### config.mk
export PLATFORM = sky130hd
export DESIGN_NAME = mmv_to_ps_burst_enc
export DESIGN_NICKNAME = d
export VERILOG_FILES = /design/src/rtl/mmv_to_ps_burst_enc_pkg.sv /design/src/rtl/mmv_to_ps_burst_enc_buffer.sv /design/src/rtl/mmv_to_ps_burst_enc.sv
export SDC_FILE = /design/constraint.sdc
export NUM_CORES = 1
export LEC_CHECK = 0
export BUFFER_PORTS_ARGS = -buffer_cell sky130_fd_sc_hd__buf_2
export CAP_MARGIN = 20
export CORE_MARGIN = 2
export CORE_UTILIZATION = 47
export CTS_CLUSTER_SIZE = 12
export DETAILED_ROUTE_END_ITERATION = 7
export PLACE_DENSITY_LB_ADDON = 0.3
export SLEW_MARGIN = 25
export SYNTH_ARGS = -nofsm -noshare
export SYNTH_HDL_FRONTEND = slang
export SYNTH_HIERARCHICAL = 1
export SYNTH_SLANG_ARGS = --single-unit
export TNS_END_PERCENT = 20
### constraint.sdc
create_clock -name clk -period 2.4 [get_ports clk]
set_input_delay 0 -clock clk [delete_from_list [all_inputs] [get_ports clk]]
set_output_delay 0 -clock clk [all_outputs]
set_load 0.01 [all_outputs]
### src/rtl/mmv_to_ps_burst_enc_pkg.sv
// Shared definitions for the memory-mapped to packet-stream burst encoder:
// header bit positions, request/response pack-type values and FSM states.
package mmv_ps_pkg;

    // Header beat layout
    localparam int PACK_TYPE_BIT = 0;
    localparam int WREQ_TYPE_BIT = 1;
    localparam int RREQ_TYPE_BIT = 2;
    localparam int BCNT_LSB      = 3;

    // Value of the pack-type bit in the first beat of a packet
    localparam logic PACK_TYPE_REQ = 1'b0;
    localparam logic PACK_TYPE_RES = 1'b1;

    typedef enum logic [1:0] {
        ST_IDLE,
        ST_SEND_ADDR,
        ST_SEND_WR_DATA
    } enc_state_t;

    // Number of stream beats needed to carry a field of width a
    function automatic int ceil_div(input int a, input int b);
        return (a + b - 1) / b;
    endfunction

endpackage

### src/rtl/mmv_to_ps_burst_enc_buffer.sv
// Two-register output buffer. Both o_val/o_dat and i_rdy come straight from
// flops, so there is no combinational path from o_rdy to the output side or
// back to the input side. Full throughput when o_rdy stays high.
module ps_twinreg_buffer #(
    parameter int WIDTH = 9
) (
    input  logic             clk,
    input  logic             rst,
    input  logic [WIDTH-1:0] i_dat,
    input  logic             i_val,
    output logic             i_rdy,
    output logic [WIDTH-1:0] o_dat,
    output logic             o_val,
    input  logic             o_rdy
);

    logic             r_main_val;
    logic             r_skid_val;
    logic [WIDTH-1:0] r_main_dat;
    logic [WIDTH-1:0] r_skid_dat;
    logic             w_main_free;

    assign w_main_free = o_rdy | ~r_main_val;
    assign i_rdy       = ~r_skid_val;
    assign o_val       = r_main_val;
    assign o_dat       = r_main_dat;

    // Occupancy: main refills from skid first, otherwise from the input
    always_ff @(posedge clk or posedge rst) begin
        if (rst) begin
            r_main_val <= 1'b0;
            r_skid_val <= 1'b0;
        end else if (w_main_free) begin
            r_main_val <= r_skid_val | i_val;
            r_skid_val <= 1'b0;
        end else if (i_val & ~r_skid_val) begin
            r_skid_val <= 1'b1;
        end
    end

    // Payload registers follow the occupancy decisions; no reset needed
    always_ff @(posedge clk) begin
        if (w_main_free) begin
            r_main_dat <= r_skid_val ? r_skid_dat : i_dat;
        end
        if (~w_main_free & i_val & ~r_skid_val) begin
            r_skid_dat <= i_dat;
        end
    end

endmodule

### src/rtl/mmv_to_ps_burst_enc.sv
// Memory-mapped to packet-stream burst encoder. Turns s_* write/read bursts
// into request packets (header, address beats LSB-first, write data) and
// forwards the payload of inbound response packets to s_rdat/s_rval.
// Optional read-response timeout: define MMV_TO_PS_BURST_ENC_RD_TIMEOUT_EN.
module mmv_to_ps_burst_enc
    import mmv_ps_pkg::*;
#(
    parameter int DWIDTH         = 8,
    parameter int AWIDTH         = 16,
    parameter int BWIDTH         = 4,
    parameter int RD_OUTSTANDING = 2,
    parameter int TIMEOUT        = 1024
) (
    input  logic              rst,
    input  logic              clk,
    input  logic [AWIDTH-1:0] s_addr,
    input  logic [BWIDTH-1:0] s_bcnt,
    input  logic              s_wreq,
    input  logic [DWIDTH-1:0] s_wdat,
    input  logic              s_rreq,
    output logic [DWIDTH-1:0] s_rdat,
    output logic              s_rval,
    output logic              s_rerr,
    output logic              s_busy,
    input  logic [DWIDTH-1:0] i_dat,
    input  logic              i_val,
    input  logic              i_eop,
    output logic              i_rdy,
    output logic [DWIDTH-1:0] o_dat,
    output logic              o_val,
    output logic              o_eop,
    input  logic              o_rdy
);

    localparam int ABEATS = ceil_div(AWIDTH, DWIDTH);
    localparam int AIW    = (ABEATS > 1) ? $clog2(ABEATS) : 1;
    localparam int OCW    = $clog2(RD_OUTSTANDING + 1);

    enc_state_t                 r_state;
    logic [AWIDTH-1:0]          r_addr;
    logic [BWIDTH-1:0]          r_bcnt;
    logic                       r_is_wr;
    logic [AIW-1:0]             r_abeat;
    logic [BWIDTH-1:0]          r_dbeat;
    logic [OCW-1:0]             r_rd_out;
    logic                       r_sop;
    logic                       r_in_resp;

    logic [DWIDTH-1:0]          w_hdr;
    logic [ABEATS*DWIDTH-1:0]   w_addr_pad;
    logic                       w_last_abeat;
    logic                       w_last_dbeat;
    logic                       w_rd_ok;
    logic                       w_push;
    logic                       w_push_eop;
    logic [DWIDTH-1:0]          w_push_dat;
    logic                       w_buf_rdy;
    logic                       w_acc;
    logic                       w_rd_acc;
    logic                       w_rsp_beat;
    logic                       w_dec;
    logic                       w_tmo_hit;
    logic [DWIDTH:0]            w_buf_out;

    // Header beat built from the live request inputs
    always_comb begin
        w_hdr                          = '0;
        w_hdr[PACK_TYPE_BIT]           = PACK_TYPE_REQ;
        w_hdr[WREQ_TYPE_BIT]           = s_wreq;
        w_hdr[RREQ_TYPE_BIT]           = s_rreq;
        w_hdr[BCNT_LSB +: BWIDTH]      = s_bcnt;
    end

    // Latched address zero-padded to a whole number of beats
    always_comb begin
        w_addr_pad               = '0;
        w_addr_pad[AWIDTH-1:0]   = r_addr;
    end

    assign w_last_abeat = (r_abeat == AIW'(ABEATS - 1));
    assign w_last_dbeat = (r_dbeat == r_bcnt);
    assign w_rd_ok      = (r_rd_out != OCW'(RD_OUTSTANDING));
    assign w_acc        = w_push & w_buf_rdy;
    assign w_rd_acc     = (r_state == ST_SEND_ADDR) & w_acc & w_last_abeat & ~r_is_wr;

    // Beat selection and busy handshake for the current FSM state
    always_comb begin
        w_push     = 1'b0;
        w_push_dat = '0;
        w_push_eop = 1'b0;
        s_busy     = 1'b1;
        case (r_state)
            ST_IDLE: begin
                w_push_dat = w_hdr;
                w_push     = s_wreq | (s_rreq & w_rd_ok);
            end
            ST_SEND_ADDR: begin
                w_push     = 1'b1;
                w_push_dat = w_addr_pad[int'(r_abeat)*DWIDTH +: DWIDTH];
                w_push_eop = w_last_abeat & ~r_is_wr;
                if (w_last_abeat & ~r_is_wr & w_buf_rdy) begin
                    s_busy = 1'b0;
                end
            end
            ST_SEND_WR_DATA: begin
                s_busy     = ~w_buf_rdy;
                w_push     = s_wreq;
                w_push_dat = s_wdat;
                w_push_eop = w_last_dbeat;
            end
            default: ;
        endcase
    end

    // Request FSM: header, address beats, then write data
    always_ff @(posedge clk or posedge rst) begin
        if (rst) begin
            r_state <= ST_IDLE;
            r_is_wr <= 1'b0;
            r_abeat <= '0;
            r_dbeat <= '0;
        end else begin
            case (r_state)
                ST_IDLE: begin
                    if (w_acc) begin
                        r_state <= ST_SEND_ADDR;
                        r_is_wr <= s_wreq;
                        r_abeat <= '0;
                    end
                end
                ST_SEND_ADDR: begin
                    if (w_acc) begin
                        if (w_last_abeat) begin
                            r_dbeat <= '0;
                            r_state <= r_is_wr ? ST_SEND_WR_DATA : ST_IDLE;
                        end else begin
                            r_abeat <= r_abeat + AIW'(1);
                        end
                    end
                end
                ST_SEND_WR_DATA: begin
                    if (w_acc) begin
                        if (w_last_dbeat) begin
                            r_state <= ST_IDLE;
                        end else begin
                            r_dbeat <= r_dbeat + BWIDTH'(1);
                        end
                    end
                end
                default: r_state <= ST_IDLE;
            endcase
        end
    end

    // Capture address and burst count when the header is accepted
    always_ff @(posedge clk) begin
        if ((r_state == ST_IDLE) && w_acc) begin
            r_addr <= s_addr;
            r_bcnt <= s_bcnt;
        end
    end

    ps_twinreg_buffer #(
        .WIDTH (DWIDTH + 1)
    ) u_obuf (
        .clk   (clk),
        .rst   (rst),
        .i_dat ({w_push_eop, w_push_dat}),
        .i_val (w_push),
        .i_rdy (w_buf_rdy),
        .o_dat (w_buf_out),
        .o_val (o_val),
        .o_rdy (o_rdy)
    );

    assign o_eop = w_buf_out[DWIDTH];
    assign o_dat = w_buf_out[DWIDTH-1:0];

    // Inbound side: always ready, classify packets by their first beat
    assign i_rdy      = 1'b1;
    assign s_rdat     = i_dat;
    assign s_rval     = i_val & ~r_sop & r_in_resp;
    assign w_rsp_beat = i_val & (r_sop ? (i_dat[PACK_TYPE_BIT] == PACK_TYPE_RES) : r_in_resp);
    assign w_dec      = w_rsp_beat & i_eop & (r_rd_out != '0);

    // SOP flag and response-packet flag for the inbound stream
    always_ff @(posedge clk or posedge rst) begin
        if (rst) begin
            r_sop     <= 1'b1;
            r_in_resp <= 1'b0;
        end else if (i_val) begin
            r_sop <= i_eop;
            if (r_sop) begin
                r_in_resp <= (i_dat[PACK_TYPE_BIT] == PACK_TYPE_RES);
            end
        end
    end

    // Outstanding reads: up on read issue, down on response eop, cleared on timeout
    always_ff @(posedge clk or posedge rst) begin
        if (rst) begin
            r_rd_out <= '0;
        end else if (w_tmo_hit) begin
            r_rd_out <= w_rd_acc ? OCW'(1) : '0;
        end else if (w_rd_acc & ~w_dec) begin
            r_rd_out <= r_rd_out + OCW'(1);
        end else if (~w_rd_acc & w_dec) begin
            r_rd_out <= r_rd_out - OCW'(1);
        end
    end

`ifdef MMV_TO_PS_BURST_ENC_RD_TIMEOUT_EN
    localparam int TW = $clog2(TIMEOUT + 1);

    logic [TW-1:0] r_tmo;
    logic          r_rerr;

    assign w_tmo_hit = (r_rd_out != '0) && (r_tmo == TW'(TIMEOUT - 1));
    assign s_rerr    = r_rerr;

    // Response watchdog: idles at 0, restarts on every response beat
    always_ff @(posedge clk or posedge rst) begin
        if (rst) begin
            r_tmo  <= '0;
            r_rerr <= 1'b0;
        end else begin
            r_rerr <= w_tmo_hit;
            if ((r_rd_out == '0) || w_rsp_beat || w_tmo_hit) begin
                r_tmo <= '0;
            end else begin
                r_tmo <= r_tmo + TW'(1);
            end
        end
    end
`else
    logic w_unused_timeout;

    assign w_unused_timeout = (TIMEOUT > 0);
    assign w_tmo_hit        = 1'b0;
    assign s_rerr           = 1'b0;
`endif

endmodule
==> reports/results.ini, run 1 <==
[outcome]
outcome=finished clean

[timing]
finalHoldViolCount=0
relSlewSlack=0.571
fin_crit_sh=0.901
final.setup.tns_ns=0
fin_skew_ns=0.00618
rsz0062_at_grt=no
worst_pin_slew_ns=0.641
min_period_ns=2.16
setup_violations=0
max_freq_mhz=462
slew_violations=0

[yosys]
synth_flop_cell=edfxtp_1
postSynthAreaPerCell_sq_um=13.2
ys_ff_latch=52
postSynthCellCount=189
syn_nets=238
yosysWarnings=6
yosysSeqAreaShare=0.597
synth_area_sq_um=2500
async_flop_share=0.269
netlist-cell-type-count=46
synth_edf_count=38

[critical_path]
crit_type=reg -> reg
critPathMaxStageDelay_ns=0.38
cp-end-kind=register
required_ns=2.41
cp.arrival_ns=2.18
cp_common_cell=buf_4
path_cells=buf_4, ha_1, buf_4, nand2b_1, nor2_1, and2_1, buf_4
critPathMaxFanout=10
cp_slowest_cell=dfrtp_1
start_kind=register

[cts]
h-tree-depth=2
root_buffer=clkbuf_8
cts_sinks=52
clockBufferDepth=2
cts_buffers=5
clk_pin_slew_ns=0.08
cts_resized=0
holdBufCountCts=25
clk-insertion-delay-late_ns=0.30
cts_tree=yes
cts.repair_timing.setup_buffer_count=0

[grt]
grt_pass1_wl_microns=7780
grt_max_degree=18
antenna_found_initial=0
overflow=0
track_usage=0.171
grt_pass1_vias=1704

[floorplan]
die_h_microns=76.9
initial_core_util=0.489
rows=26
die_w_microns=76.9
dieArea_sq_um=5920
core_sq_um=5110
ioPinCount=65

[placement]
io_buffers=48
gp_congestion=0.782
dp_hpwl_microns=3330

[route]
wl_per_cell_microns=13.8
via_count=1668
drt-initial-drc-count=78
drtAntennaViolNets=0
detail_route.vias_per_cell=5.02
drc=0
drt_first_pass_iters=5
routed_wl_microns=4590

[power]
p_leak_nw=1.32
power_density_nw_per_um2=1120
ir_worst_vdd_v=0.000558

[cells_and_area]
drive_above_1_share=0.340
diodes=0
synthToLayoutAreaGrowth_pct=25.0
fin_util=0.612
final_cell_mix=buf_2 (48), edfxtp_1 (38), dlygate4sd3_1 (25)
final_common_cell=buf_2
nNetsFinal=310

[worst_hold_path]
hold_class=in -> out

[job]
cap_violations=0

[where the power goes]
group	switching, W	total [W]	leakage (nW)	internal, W
logic	0.000729	0.00142	0.743	0.000688
clock network	0.000270	0.000477	0.0414	0.000207
registers	0.000162	0.00161	0.539	0.00145
total	0.00116	0.00350	1.32	0.00234
[cells in the mapped netlist (2+ instances only)]
| cell type | instances | area share |
|---|---|---|
| a222oi_1 | 6 | 0.024 |
| a22oi_1 | 2 | 0.0060 |
| a311oi_1 | 2 | 0.0070 |
| a32o_1 | 3 | 0.012 |
| and3_1 | 2 | 0.0050 |
| buf_4 | 10 | 0.030 |
| buf_6 | 2 | 0.0090 |
| clkbuf_1 | 4 | 0.0060 |
| conb_1 | 2 | 0.0030 |
| dfrtp_1 | 13 | 0.13 |
| edfxtp_1 | 38 | 0.46 |
| ha_1 | 6 | 0.030 |
| inv_1 | 9 | 0.014 |
| mux2_2 | 11 | 0.050 |
| mux2_4 | 7 | 0.042 |
| nand2_1 | 15 | 0.023 |
| nand2b_1 | 3 | 0.0075 |
| nor2_1 | 19 | 0.029 |
| o21ai_0 | 4 | 0.0080 |
| xor2_1 | 5 | 0.018 |
[path summary, 6_finish.rpt]
kind                             start           end  slack, ns  depth (start not counted)
hold reg to reg            r_rd_out[1]   r_rd_out[1]       0.51                          1
hold / removal                i_dat[4]     s_rdat[4]   0.000004                          0
max in group asynchronous          rst         r_sop       1.75                          3
setup reg to reg            r_state[0]     r_addr[2]       0.24                          7
min in group asynchronous          rst  u_obuf/o_val       0.10                          3
setup / recovery            r_state[0]     r_addr[2]       0.24                          7
[through the flow]
step | area (sq um) | hold WS (ns) | worst slack [ns] | total power [W] | std cells
global route | 3130 | 0.0000167 | 0.0565 | 0.00376 | 332
floorplan | 2500 | -0.259 | 0.113 | 0.00260 | 189
finish | 3130 | 0.00000446 | 0.237 | 0.00350 | 332
detailed placement | 2790 | -0.137 | 0.261 | 0.00302 | 299
global placement | 2780 | -0.136 | 0.103 | 0.00299 | 299
CTS | 3130 | 0.0000686 | 0.241 | 0.00353 | 332
[logic make-up (layout without fill, tap and decap cells)]
group           count (synthesis)  in the layout  share of synthesized area
compound gates                 27             27                     0.0901
xor+xnor                        7              7                     0.0275
fa+ha+maj                       6              6                     0.0300
buf+inv                        27            100                     0.0621
flops                          52             52                      0.597
mux                            20             20                      0.100
other cells                     2              2                    0.00300
simple gates                   48             48                     0.0901
[sequential cells by signal, summed over array words and instances (netlist names), 2 cells and up]
register and flops:
u_obuf/o_dat 9, r_rd_out 2, r_bcnt 4, r_dbeat 4, u_obuf/r_skid_dat 9, r_state 2, r_addr 16
[per-layer routing]
metal  GRT usage  vias up  routed length, microns
met2       0.295       51                    2250
met1       0.205      782                    2010
li1            -      825                       -
met5           0        -                       0
met3      0.0435       10                     233
met4      0.0691        0                      99
[worst max-delay path, delay by kind of cell, from the launching register on]
family / cells / cell delay (ns)
buffers and inverters: 3 / 0.54
flip-flops: 1 / 0.38
adder cells (fa/ha/maj): 1 / 0.21
AND/OR/NAND/NOR: 3 / 0.75
[final cells by class]
class                           count  area, sq um
Clock buffer                        6         72.6
Fill cell                         402         1980
Sequential cell                    52         1490
Timing Repair Buffer               83          566
Inverter                            9         33.8
Clock inverter                      2         16.3
Tap cell                           70         87.6
Multi-Input combinational cell    110          857
Power figures use the tool's default switching activity.
==> run 2, diff against run 1 <==
--- a/config.mk
+++ b/config.mk
@@ -7,8 +7,11 @@
 export LEC_CHECK = 0
 export BUFFER_PORTS_ARGS = -buffer_cell sky130_fd_sc_hd__buf_2
 export CAP_MARGIN = 20
+export CELL_PAD_IN_SITES_DETAIL_PLACEMENT = 0
+export CELL_PAD_IN_SITES_GLOBAL_PLACEMENT = 1
 export CORE_MARGIN = 2
-export CORE_UTILIZATION = 47
+export CORE_UTILIZATION = 38
+export CTS_BUF_LIST = sky130_fd_sc_hd__clkbuf_8 sky130_fd_sc_hd__clkbuf_16
 export CTS_CLUSTER_SIZE = 12
 export DETAILED_ROUTE_END_ITERATION = 7
 export PLACE_DENSITY_LB_ADDON = 0.3
==> reports/results.ini, run 2 (synthesized netlist as in run 1, its figures left out) <==
[timing]
finalHoldViolCount=0  ; unchanged
worst_pin_slew_ns=0.667  ; +0.0258 ns
fin_skew_ns=0.00970  ; +0.00353 ns
fin_crit_sh=0.890  ; -0.0113
final.setup.tns_ns=0  ; unchanged
setup_violations=0  ; unchanged
rsz0062_at_grt=no
max_freq_mhz=468  ; +1.3%
relSlewSlack=0.554  ; -0.0173
slew_violations=0  ; unchanged
min_period_ns=2.14  ; -0.0270 ns

[power]
ir_worst_vdd_v=0.000561  ; +0.44%
p_leak_nw=1.33  ; +0.20%
power_density_nw_per_um2=1140  ; +1.4%
fin_total_pwr_w=0.00357  ; +2.0%

[grt]
grt_max_degree=23  ; +5
track_usage=0.145  ; -0.0262
grt_pass1_wl_microns=8110  ; +4.3%
grt_pass1_vias=1644  ; -3.5%
overflow=0  ; unchanged
antenna_found_initial=0  ; unchanged

[route]
detail_route.vias_per_cell=4.97  ; -1.1%
routed_wl_microns=4990  ; +8.5%
drtAntennaViolNets=0  ; unchanged
wl_per_cell_microns=14.7  ; +6.6%
via_count=1680  ; +0.72%
drt-initial-drc-count=95  ; +22%
drt_first_pass_iters=4  ; -1
drc=0  ; unchanged

[critical_path]
cp_common_cell=buf_4
start_kind=register
r2r_end=r_dbeat[0]
timing.reg2reg.setup_slack_ns=0.26  ; +0.03 ns
cp.arrival_ns=2.34  ; +0.16 ns
reg2reg_depth=7  ; unchanged
critical-path-top-delay-family=simple AND/OR/NAND/NOR gates
required_ns=2.61  ; +0.20 ns
cp-end-kind=register
r2r_start=r_state[0]
critPathBufInv=2  ; -1
crit_type=reg -> reg
critPathMaxStageDelay_ns=0.45  ; +0.07 ns
critPathMaxFanout=9  ; -1
path_cells=buf_4, ha_1, buf_4, nand2b_1, nor3_1, nand2_1, mux2_2
cp_slowest_cell=nor3_1

[job]
cap_violations=0  ; unchanged

[cells_and_area]
drive_above_1_share=0.341  ; +0.00130
synthToLayoutAreaGrowth_pct=25.8
largest_reg_flops=16  ; unchanged
regMostFlops=r_addr
nNetsFinal=309  ; -0.32%
diodes=0  ; unchanged
final_cell_mix=buf_2 (48), edfxtp_1 (38), dlygate4sd3_1 (25)
final_common_cell=buf_2

[cts]
h-tree-depth=2  ; unchanged
cts_tree=yes
cts.repair_timing.setup_buffer_count=0  ; unchanged
clk_pin_slew_ns=0.10  ; +0.02 ns
holdBufCountCts=25  ; unchanged
clockBufferDepth=2  ; unchanged
cts_sinks=52  ; unchanged
cts_resized=0  ; unchanged
clk-insertion-delay-late_ns=0.31  ; about the same
root_buffer=clkbuf_8
cts_buffers=5  ; unchanged

[floorplan]
die_w_microns=85.1  ; +11%
ioPinCount=65  ; unchanged
initial_core_util=0.394  ; -0.0958
dieArea_sq_um=7240  ; +22%
rows=29  ; +12%
die_h_microns=85.1  ; +11%
core_sq_um=6350  ; +24%

[placement]
gp_congestion=0.773  ; -1.2%
io_buffers=48  ; unchanged
dp_hpwl_microns=3430  ; +3.0%

[worst_hold_path]
hold_class=in -> out
hold_end=s_rdat[1]
hold_depth=0  ; unchanged
hp-start=i_dat[1]

[outcome]
outcome=finished clean

## run 2: cell count changes in the layout (fill, tap and decap cells not counted), sizes merged
cell	previous run	this run
clkinv	1	0
inv	9	11
clkbuf	6	5
buf	58	57
## run 2: area by class of cell
type	instances	area, sq um
multi-input cells	110	857
fillers	555	3210
clock inverters	3	25.0
repair buffers	82	571
inverters	9	33.8
well taps	77	96.3
clock buffers	5	68.8
flip-flops and latches	52	1490
## run 2: per-layer routing
layer | routed length [microns] | vias up | global-route usage
li1 | - | 818 | -
met1 | 2280 | 798 | 0.193
met2 | 2330 | 59 | 0.224
met3 | 301 | 5 | 0.0486
met4 | 68 | 0 | 0.0491
met5 | 0 | - | 0
## run 2: worst max-delay path by stage
stage                          start  slack, ns  cells past startpoint                    to
after floorplan           r_state[0]       0.11                      6               r_is_wr
after global placement    r_state[1]       0.04                      6  u_obuf/r_skid_dat[7]
after detailed placement  r_state[0]       0.28                      7            r_dbeat[0]
after CTS                 r_state[0]       0.26                      7            r_dbeat[0]
after global routing      r_state[0]       0.17                      7            r_dbeat[0]
final                     r_state[0]       0.26                      7            r_dbeat[0]
## run 2: worst register-to-register path, stage by stage (launching register included)
cell      delay [ns]
dfrtp_1         0.40
buf_4           0.14
ha_1            0.20
buf_4           0.17
nand2b_1        0.25
nor3_1          0.45
nand2_1         0.14
mux2_2          0.28
## run 2: stage by stage
step                setup slack (ns)  cells  utilization  area, sq um  hold WS, ns
floorplan                      0.113    189            -         2500       -0.259
global placement              0.0396    305        0.440         2800       -0.136
detailed placement             0.278    305        0.441         2800       -0.140
CTS                            0.264    338        0.495         3140    0.0000686
global route                   0.171    338        0.495         3140    0.0000151
finish                         0.264    338        0.495         3140   0.00000353
## run 2: power breakdown
| group | total, W | internal (W) | switching [W] |
|---|---|---|---|
| sequential | 0.00161 | 0.00145 | 0.000161 |
| combinational | 0.00144 | 0.000692 | 0.000749 |
| clock | 0.000524 | 0.000213 | 0.000311 |
==> run 3, diff against run 2 <==
--- a/config.mk
+++ b/config.mk
@@ -14,6 +14,7 @@
 export CTS_BUF_LIST = sky130_fd_sc_hd__clkbuf_8 sky130_fd_sc_hd__clkbuf_16
 export CTS_CLUSTER_SIZE = 12
 export DETAILED_ROUTE_END_ITERATION = 7
+export GPL_TIMING_DRIVEN = 0
 export PLACE_DENSITY_LB_ADDON = 0.3
 export SLEW_MARGIN = 25
 export SYNTH_ARGS = -nofsm -noshare
==> reports/results.ini, run 3 (synthesized netlist as in run 1, its figures left out) <==
[outcome]
outcome=finished clean

[route]
drt_first_pass_iters=5  ; +1
drtAntennaViolNets=0  ; unchanged
wl_per_cell_microns=13.9  ; -6.0%
detail_route.vias_per_cell=4.89  ; -1.7%
drc=0  ; unchanged
drt-initial-drc-count=95  ; unchanged
routed_wl_microns=4910  ; -1.5%
via_count=1730  ; +3.0%

[cts]
h-tree-depth=2  ; unchanged
cts.repair_timing.setup_buffer_count=0  ; unchanged
root_buffer=clkbuf_8
cts_tree=yes
cts_sinks=52  ; unchanged
clk_pin_slew_ns=0.09  ; about the same
cts_buffers=5  ; unchanged
clockBufferDepth=2  ; unchanged
clk-insertion-delay-late_ns=0.30  ; about the same

[cells_and_area]
final_common_cell=buf_2
drive_above_1_share=0.361  ; +0.0200
regMostFlops=r_addr
seqCellArea_sq_um=1490  ; unchanged
diodes=0  ; unchanged
fillers=554  ; -0.18%
nNetsFinal=325  ; +5.2%
fin_area_sq_um=3220  ; +2.5%
synthToLayoutAreaGrowth_pct=28.9
largest_reg_flops=16  ; unchanged
final_cell_mix=buf_2 (56), edfxtp_1 (38), dlygate4sd3_1 (25)
multi_input_area_sq_um=866  ; +1.0%

[grt]
grt_max_degree=24  ; +4.3%
grt_pass1_vias=1751  ; +6.5%
grt_pass1_wl_microns=8250  ; +1.6%
antenna_found_initial=0  ; unchanged
track_usage=0.146  ; +0.00115
overflow=0  ; unchanged

[timing]
relSlewSlack=0.589  ; +0.0353
max_freq_mhz=449  ; -4.1%
finalHoldViolCount=0  ; unchanged
min_period_ns=2.23  ; +0.0923 ns
setup_violations=0  ; unchanged
worst_pin_slew_ns=0.617  ; -0.0500 ns
slew_violations=0  ; unchanged
fin_skew_ns=0.00420  ; -0.00551 ns
fin_crit_sh=0.928  ; +0.0385
rsz0062_at_grt=yes
final.setup.tns_ns=0  ; unchanged

[floorplan]
rows=29  ; unchanged
dieArea_sq_um=7240  ; unchanged
die_w_microns=85.1  ; unchanged
initial_core_util=0.394  ; unchanged
core_sq_um=6350  ; unchanged
ioPinCount=65  ; unchanged
die_h_microns=85.1  ; unchanged

[placement]
place_area_sq_um=2880  ; +2.7%
gp_congestion=0.747  ; -3.4%
dp_hpwl_microns=3420  ; -0.38%
io_buffers=55  ; +15%

[critical_path]
critPathMaxFanout=23  ; +14
required_ns=2.59  ; -0.02 ns
crit_type=reg -> reg
cp.arrival_ns=2.42  ; +0.08 ns
start_kind=register
cp-end-kind=register

[worst_hold_path]
hold_class=in -> async

[power]
p_leak_nw=1.39  ; +4.6%
ir_worst_vdd_v=0.000447  ; -20%
power_density_nw_per_um2=1080  ; -4.8%

[job]
cap_violations=0  ; unchanged

==> run 3: final cells by class <==
| type | instances | area share |
|---|---|---|
| flip-flops and latches | 52 | 0.463 |
| multi-input cells | 110 | 0.269 |
| repair buffers | 80 | 0.163 |
| plain buffers | 18 | 0.0381 |
| well taps | 77 | 0.0299 |
| clock buffers | 5 | 0.0214 |
| inverters | 9 | 0.0105 |
| clock inverters | 3 | 0.00505 |
==> run 3: where the power goes <==
group / internal [W] / total, W / switching, W
Sequential: 0.00145 / 0.00158 / 0.000131
Clock: 0.000200 / 0.000473 / 0.000273
Combinational: 0.000664 / 0.00143 / 0.000770
==> run 3: worst max-delay path, stage by stage, from the launching register on <==
cell,delay [ns]
dfrtp_1,0.43
ha_1,0.20
clkbuf_1,0.22
nand2b_1,0.31
nor2_1,0.24
and2_4,0.37
mux2_1,0.35
==> run 3: final timing paths <==
path	from	to	slack, ns	cells past startpoint
hold / removal	rst	u_obuf/o_val	0.1	3
setup reg to reg	r_state[0]	r_is_wr	0.17	6
max in group asynchronous	rst	r_sop	1.75	3
setup / recovery	r_state[0]	r_is_wr	0.17	6
hold reg to reg	r_rd_out[1]	r_rd_out[1]	0.51	1
min in group clk	s_wdat[3]	u_obuf/r_skid_dat[3]	0.11	3
==> run 3: through the flow <==
stage / total power (W) / util / cells / setup WS, ns / hold WS, ns
2_1_floorplan: 0.00260 / - / 189 / 0.113 / -0.259
3_3_place_gp: 0.00296 / 0.452 / 321 / -0.300 / -0.134
3_5_place_dp: 0.00299 / 0.453 / 321 / -0.308 / -0.131
4_1_cts: 0.00350 / 0.506 / 354 / 0.0990 / 0.0932
5_1_grt: 0.00374 / 0.507 / 354 / -0.0114 / 0.0954
6_report: 0.00349 / 0.507 / 354 / 0.172 / 0.0983
==> run 3: routing by layer <==
metal / global-route usage / vias to the layer above / routed length [microns]
li1: - / 850 / -
met1: 0.175 / 809 / 2080
met2: 0.261 / 66 / 2470
met3: 0.0340 / 5 / 303
met4: 0.0433 / 0 / 51
met5: 0 / - / 0
==> run 3: repair_timing <==
action	CTS	global route
pin swaps	0	0
endpoints found under the hold margin	36	0
cloned	0	0
endpoints found under the setup margin	23	11
gates resized for setup	2	2
hold buffers	25	0
